File: config.mk
export PLATFORM = sky130hd
export DESIGN_NAME = wr_ingress_ctrl
export DESIGN_NICKNAME = d
export VERILOG_FILES = /design/src/rtl/wr_ingress_ctrl.sv
export SDC_FILE = /design/constraint.sdc
export NUM_CORES = 1
export LEC_CHECK = 0
export BUFFER_PORTS_ARGS = -buffer_cell sky130_fd_sc_hd__clkbuf_2
export CAP_MARGIN = 30
export CELL_PAD_IN_SITES_DETAIL_PLACEMENT = 0
export CELL_PAD_IN_SITES_GLOBAL_PLACEMENT = 2
export CORE_ASPECT_RATIO = 0.9
export CORE_UTILIZATION = 32
export DETAILED_ROUTE_END_ITERATION = 16
export PLACE_DENSITY = 0.92
export SKIP_LAST_GASP = 1
export SLEW_MARGIN = 20
export SYNTH_ARGS = -nofsm -noshare
export SYNTH_HDL_FRONTEND = slang
export SYNTH_SLANG_ARGS = --single-unit
File: constraint.sdc
create_clock -name w_clk -period 3.1 [get_ports w_clk]
set_input_delay 0.155 -clock w_clk [delete_from_list [all_inputs] [get_ports w_clk]]
set_output_delay 0.155 -clock w_clk [all_outputs]
set_load 0.005 [all_outputs]
File: src/rtl/wr_ingress_ctrl.sv
// Write-side ingress for an async FIFO: a 2-entry holding buffer that feeds the write port,
// plus an occupancy/almost-full estimate compiled in only when WR_INGRESS_LEVEL_EN is defined.
module wr_ingress_ctrl #(
  parameter int DATA_WIDTH   = 8,
  parameter int ADDR_WIDTH   = 4,
  parameter int AFULL_THRESH = 12
) (
  input  logic                  w_clk,
  input  logic                  w_rst,
  input  logic                  s_valid,
  input  logic [DATA_WIDTH-1:0] s_data,
  output logic                  s_ready,
  input  logic                  w_full,
  input  logic [ADDR_WIDTH:0]   w_ptr,
  input  logic [ADDR_WIDTH:0]   r_ptr,
  output logic                  w_en,
  output logic [DATA_WIDTH-1:0] w_data,
  output logic [ADDR_WIDTH:0]   w_level,
  output logic                  w_afull
);

  typedef enum logic [1:0] {
    ST_EMPTY = 2'b00,
    ST_ONE   = 2'b01,
    ST_TWO   = 2'b10
  } state_e;

  state_e                state_q;
  logic [DATA_WIDTH-1:0] head_q;
  logic [DATA_WIDTH-1:0] tail_q;
  logic                  push_s;
  logic                  pop_s;

  // Ready is a pure decode of the registered occupancy, so it carries no path from s_valid.
  assign s_ready = !w_rst && ((state_q == ST_EMPTY) || (state_q == ST_ONE));
  assign pop_s   = ((state_q == ST_ONE) || (state_q == ST_TWO)) && !w_full;
  assign push_s  = s_valid && s_ready;
  assign w_en    = pop_s;
  assign w_data  = head_q;

  // Holding-buffer FSM; head_q is always the oldest word, tail_q only valid in ST_TWO.
  always_ff @(posedge w_clk or posedge w_rst) begin
    if (w_rst) begin
      state_q <= ST_EMPTY;
      head_q  <= '0;
      tail_q  <= '0;
    end else begin
      case (state_q)
        ST_EMPTY: begin
          if (push_s) begin
            head_q  <= s_data;
            state_q <= ST_ONE;
          end else begin
            state_q <= ST_EMPTY;
          end
        end
        ST_ONE: begin
          if (push_s && pop_s) begin
            head_q  <= s_data;
            state_q <= ST_ONE;
          end else if (push_s) begin
            tail_q  <= s_data;
            state_q <= ST_TWO;
          end else if (pop_s) begin
            state_q <= ST_EMPTY;
          end else begin
            state_q <= ST_ONE;
          end
        end
        ST_TWO: begin
          if (pop_s) begin
            head_q  <= tail_q;
            state_q <= ST_ONE;
          end else begin
            state_q <= ST_TWO;
          end
        end
        default: begin
          state_q <= ST_EMPTY;
        end
      endcase
    end
  end

`ifdef WR_INGRESS_LEVEL_EN
  localparam int PW = ADDR_WIDTH + 1;
  localparam logic [PW:0] AFULL_LVL = (PW + 1)'(AFULL_THRESH);

  function automatic logic [PW-1:0] gray2bin(input logic [PW-1:0] g);
    logic [PW-1:0] b;
    b[PW-1] = g[PW-1];
    for (int i = PW - 2; i >= 0; i--) begin
      b[i] = b[i+1] ^ g[i];
    end
    return b;
  endfunction

  logic [PW-1:0] level_d;
  logic [PW-1:0] level_q;
  logic          afull_d;
  logic          afull_q;

  // Modulo-2^PW subtraction absorbs pointer wrap; the extra pointer bit keeps full distinct from empty.
  always_comb begin
    level_d = gray2bin(w_ptr) - gray2bin(r_ptr);
    afull_d = ({1'b0, level_d} >= AFULL_LVL);
  end

  // Level and almost-full are registered together so they always describe the same sample.
  always_ff @(posedge w_clk or posedge w_rst) begin
    if (w_rst) begin
      level_q <= '0;
      afull_q <= 1'b0;
    end else begin
      level_q <= level_d;
      afull_q <= afull_d;
    end
  end

  assign w_level = level_q;
  assign w_afull = afull_q;
`else
  logic unused_ptr_s;
  assign unused_ptr_s = ^{w_ptr, r_ptr};
  assign w_level      = '0;
  assign w_afull      = 1'b0;
`endif

endmodule

Yosys cells after proc, flatten, opt, wreduce, memory -nomap -nowiden --
Index checks and enable logic that the tools add are counted.
Word-level totals: input port bits 22, register bits 18, output and inout port bits 16, word-level logic and storage cells 31
Cells by class: equality and inequality tests 5, muxes and demuxes 10, bitwise operators 1, reduce and logical (&&, ||, !) cells 12
Operators with widths (count):
- 2-to-1 mux 8 bit | 3
- one-hot mux 8 bit (3 select lines) | 1
- 2-to-1 mux 2 bit | 3
- one-hot mux 2 bit (3 select lines) | 1
- logical AND 1 bit | 4
- != test 2 bit, second input constant | 2
- AND reduction 4 bit | 1
- AND reduction 3 bit | 1
- nonzero test 3 bit | 1
- == test 2 x 1 -> 1 bit, second input constant | 1
- == test 2 bit, second input constant | 1
- zero test 1 bit | 2
- zero test 2 bit | 1
- logical OR 1 bit | 2
- 2-to-1 mux 1 bit | 2
- != test 2 x 1 -> 1 bit, second input constant | 1
- inverter 1 bit | 1

Logic depth before layout (Yosys ltp) --
depth after elaboration 7, gate-level depth with buffers 10, mapped depth without buffers 9

Worst setup path after synthesis --
Ideal clock, no wire load.
path kind reg2reg, start point register state_q[0], end point register head_q[0] (netlist: w_data[0]), period minus slack after synthesis 1951 ps, data required time 2975 ps, arrival time 1826 ps, stages on the path, launching flop included 11, setup time 125 ps, slack 1149 ps, path buffers 1, path through dfrtp_1 inv_1 ha_1 nor2_1 nor2_1 and2_2 ha_1 nand2b_1 o211a_1 buf_6 mux2_4
On the way: word-level cells in the longest chain between the ends 7, elaborated cells between the ends (all ways) 15, those cells by class 5 x eq/ne; 1 x mux; 9 x reduce/logical
RTL lines:
- start: declaration | RTL line 28 | state_e state_q;
- start signal: assignment | RTL line 44 | state_q <= ST_EMPTY;
- start signal: assignment | RTL line 52 | state_q <= ST_ONE;
- start signal: assignment | RTL line 54 | state_q <= ST_EMPTY;
- == test 2 x 1 -> 1 bit / zero test 2 bit (equally long branches) | RTL line 35 | assign s_ready = !w_rst && ((state_q == ST_EMPTY) || (state_q == ST_ONE));
- logical OR 1 bit * | RTL line 35
- logical AND 1 bit * | RTL line 35
- via s_ready | RTL line 12 | output logic s_ready,
- logical AND 1 bit * | RTL line 37 | assign push_s = s_valid && s_ready;
- logical AND 1 bit | RTL line 58 | if (push_s && pop_s) begin
- != test 2 x 1 -> 1 bit (no line)
- AND reduction 4 bit (no line) *
- end signal: assignment | RTL line 51 | head_q <= s_data;
- end signal: assignment | RTL line 59 | head_q <= s_data;
- end signal: assignment | RTL line 72 | head_q <= tail_q;
- end: declaration | RTL line 29 | logic [DATA_WIDTH-1:0] head_q;
Mark *: on every way through the listed nets, which the timed path passes. The rest lies on a longest branch. A chain may end at the register's enable or synchronous reset.

Worst setup path after layout --
start point register state_q[0], end point register head_q[5] (netlist: w_data[5])
On the way: word-level cells in the longest chain between the ends 7, elaborated cells between the ends (all ways) 15, those cells by class 5 x eq/ne; 1 x mux; 9 x reduce/logical
RTL lines (RTL line):
- == test 2 x 1 -> 1 bit / zero test 2 bit (equally long branches) | 35, 36, 48
- logical OR 1 bit | 35
- logical AND 1 bit | 35
- logical AND 1 bit | 37
- logical AND 1 bit | 58
- != test 2 x 1 -> 1 bit (no line)
- AND reduction 4 bit (no line)
Several ways; a longest one is shown, not always the timed one.

==> tab_implementation.tex <==
\begin{tabular}{lr}
\hline
Metric & Value \\
\hline
\multicolumn{2}{l}{\textbf{Outcome}} \\
Outcome & completed \\
\multicolumn{2}{l}{\textbf{Global routing}} \\
Overflow after GRT & 0 \\
Most utilized layer in the global route result & met2 \\
Met3 usage in global routing & 3.49\% \\
Maximum number of pins on one net before global-route repair & 19 \\
Global routing usage on met1 & between 10\% and 20\% \\
Via count of the first global-routing pass & approximately 530 \\
Antenna violations before repair & 0 \\
Met2 global-route usage & 16.1\% \\
First-pass GRT wire length & 2.45 mm \\
Aggregate global-route resource usage & about 11\% \\
\multicolumn{2}{l}{\textbf{Worst setup path}} \\
Critical path class & reg -> reg \\
Worst stage delay on the critical path & between 0.4 and 0.5 ns \\
Buf+Inv Stages, Crit Path & 1 \\
Launching element type of the critical path & flop \\
Source of the critical timing path & state\_q[0] \\
Crit path required time & around 3.3 ns \\
Kind of end point of the critical path & flop \\
R2R cell count & 9 \\
Cell breakdown of the critical path & inv\_1 > ha\_1 > nor2\_1 > nor2\_1 > and2\_2 > ha\_1 > nand2b\_1 > o211a\_1 > mux2\_4 \\
Category of cells accounting for the largest share of critical-path delay & compound AO/OA/AOI/OAI gates \\
Arrival time of data at the critical path endpoint & about 2.4 ns \\
Worst reg2reg setup slack & 0.87 ns \\
Standard cell with the maximum stage delay on the critical path & o211a\_1 \\
FF-to-FF Start & state\_q[0] \\
Worst reg2reg path endpoint & w\_data[5] \\
Critical path peak fanout & 8 \\
\multicolumn{2}{l}{\textbf{Power and ir drop}} \\
Internal power component & approximately 0.67 mW \\
Overall power of the completed layout & 0.975 mW \\
Peak supply drop & approximately 0.45 mV \\
Leakage power total & around 0.59 nW \\
Portion of total power attributed to sequential cells & 42.5\% \\
Proportion of power drawn by combinational gates & a little under half \\
Sw Share & a little under a third \\
Reported net switching power & slightly above 0.3 mW \\
Portion of total power attributed to the clock network & a little over a tenth \\
Power density of the placed cells & 853 nW/um\^{}2 \\
\multicolumn{2}{l}{\textbf{Timing}} \\
Pin slew with the least headroom to its limit & 0.672 ns \\
Setup Viol. Count Final & 0 \\
Final worst slack & around 0.87 ns \\
Final max-slew violation count & 0 \\
Setup repair after global routing missed its margin & no \\
Final-report hold violation count & 0 \\
Timing-limited maximum frequency & 449 MHz \\
Setup skew after layout & between 0.0015 and 0.002 ns \\
Fin Setup TNS & 0 ns \\
Shortest period the worst path allows & about 2.2 ns \\
Period utilization & between 70\% and 80\% \\
Hold Slack & 0.114 ns \\
Relative slew margins & 55.1\% \\
\multicolumn{2}{l}{\textbf{Min path}} \\
Worst Hold End & tail\_q[4] \\
Start point of the worst hold path & s\_data[4] \\
Hold Path Stages & 2 \\
Class of the worst hold path & in -> reg \\
\multicolumn{2}{l}{\textbf{Routing}} \\
Total DRC errors in the routed layout & 0 \\
Number of nets with antenna violations after routing & 0 \\
Average vias per placed instance & approximately 4.4 \\
TritonRoute pass-1 iters & 5 \\
Detail-routed net length per standard cell & 11.8 um \\
Overall routed net length & between 1.5 and 2 mm \\
Total via count after detailed routing & about 600 \\
Iteration-0 DRC count of the detailed router & 20 \\
\multicolumn{2}{l}{\textbf{Logic synthesis}} \\
Mapped cell area & 998 um\^{}2 \\
Cells after Synth & slightly below 80 \\
Mean cell area of the mapped netlist & approximately 13 um\^{}2 \\
Sequential share of the synthesized area & 45.1\% \\
Netlist cell types & 17 \\
Number of synthesized register bits & 18 \\
Yosys warning count & 0 \\
\multicolumn{2}{l}{\textbf{Place}} \\
Placement Setup Slack & slightly above 0.9 ns \\
Number of port buffers & 21 \\
Placer Congestion & 0.752 \\
HPWL after detailed placement & around 1.3 mm \\
\multicolumn{2}{l}{\textbf{Clock network}} \\
CTS root buffer & clkbuf\_4 \\
Number of buffers on the longest clock path & 2 \\
H-tree levels & 1 \\
TritonCTS clock tree & done \\
Clock tree sinks & 18 \\
Worst-skew pair later-pin latency & roughly 0.28 ns \\
Count of cells resized by post-cts repair & 0 \\
Num CTS Buffers & 3 \\
CTS clock-pin slew for the worst setup and hold paths & approximately 0.090 ns \\
\multicolumn{2}{l}{\textbf{Floorplan}} \\
Die extent in y & between 50 and 60 um \\
Num rows & 18 \\
Number of primary I/O pins & 38 \\
Die outline width & $\sim$61 um \\
Die Area & $\sim$3300 um\^{}2 \\
Effective utilization at floorplan & a little over a third \\
Core box area & between 2000 and 3000 um\^{}2 \\
\multicolumn{2}{l}{\textbf{Cells and area}} \\
Post-layout utilization of the core & around two fifths \\
Share of post-route cells with drive strength above 1 & roughly 49\% \\
Ant. Diodes & 0 \\
Nets@finish & 130 \\
Layout Area Growth over Synthesis & 14.5\% \\
\multicolumn{2}{l}{\textbf{Run}} \\
Max-Cap Viols & 0 \\
\hline
\end{tabular}
## placed cells by master (no fill, tap or decap), drive strengths merged
cell / instances
a21oi: 2
a222oi: 1
and2: 1
clkbuf: 24
conb: 6
dfrtp: 18
dlygate4sd3: 1
ha: 7
inv: 6
mux2: 24
nand2: 3
nand2b: 1
nor2: 3
nor2b: 1
o211a: 1
## worst max path at each step
stage / end / slack, ns / cells past startpoint
after floorplan: w_data[0] / 1.15 / 10
after global placement: w_data[7] / 0.96 / 9
after detailed placement: w_data[5] / 0.90 / 9
after CTS: w_data[5] / 0.87 / 9
after global routing: w_data[5] / 0.71 / 9
final: w_data[5] / 0.87 / 9
## sequential cells by signal, summed over array words and instances, names as in the netlist
name and flops:
state_q 2, tail_q 8, w_data 8
## synthesized netlist by cell type, drive strengths merged
| cell type | n | area, um^2 |
|---|---|---|
| a222oi | 1 | 10.0 |
| nor2 | 3 | 11.3 |
| dfrtp | 18 | 450 |
| ha | 7 | 87.6 |
| and2 | 1 | 7.51 |
| nand2b | 1 | 6.26 |
| buf | 8 | 61.3 |
| nor2b | 1 | 6.26 |
| conb | 1 | 3.75 |
| mux2 | 24 | 300 |
| a21oi | 2 | 10.0 |
| nand2 | 3 | 11.3 |
| inv | 6 | 22.5 |
| o211a | 1 | 10.0 |
## area by class of cell
class / instances / area [um^2]
tap: 40 / 50.0
fill: 282 / 1720
multi-input combinational: 50 / 483
sequential: 18 / 450
clock buffer: 3 / 22.5
timing repair buffer: 22 / 115
inverter: 6 / 22.5
## logic make-up after synthesis
kind of cell	Yosys count	share of synthesized area, %
AO/OA/AOI/OAI	4	3.01
adder cells (fa/ha/maj)	7	8.77
buffers and inverters	14	8.39
flip-flops	18	45.1
multiplexers	24	30.1
other	1	0.376
AND/OR/NAND/NOR	9	4.26
## power by group through the flow
stage / clock network, mW / registers [mW] / logic (mW)
after global placement: 0 / 0.412 / 0.442
after floorplan: 0 / 0.410 / 0.354
after CTS: 0.113 / 0.417 / 0.459
after global routing: 0.126 / 0.431 / 0.505
after detailed placement: 0 / 0.420 / 0.459
final: 0.106 / 0.414 / 0.455
## layer usage
layer	wire length, um	vias to the layer above	share of wire (%)
met3	74	2	4.5
met4	21	0	1.3
met2	770	20	47
met1	770	297	47
li1	-	296	-
met5	0	-	0
## per-stage QoR
step / instance area, um^2 / cells
finish: 1140 / 139
global route: 1140 / 139
CTS: 1140 / 139
detailed placement: 1110 / 135
global placement: 1110 / 135
floorplan: 1020 / 82
## repair_timing
| action | CTS | global route |
|---|---|---|
| hold buffers | 1 | 0 |
| hold endpoints to repair | 18 | 0 |
| buffers inserted | 0 | 0 |
Note: power is estimated with default switching activity, not from simulation.
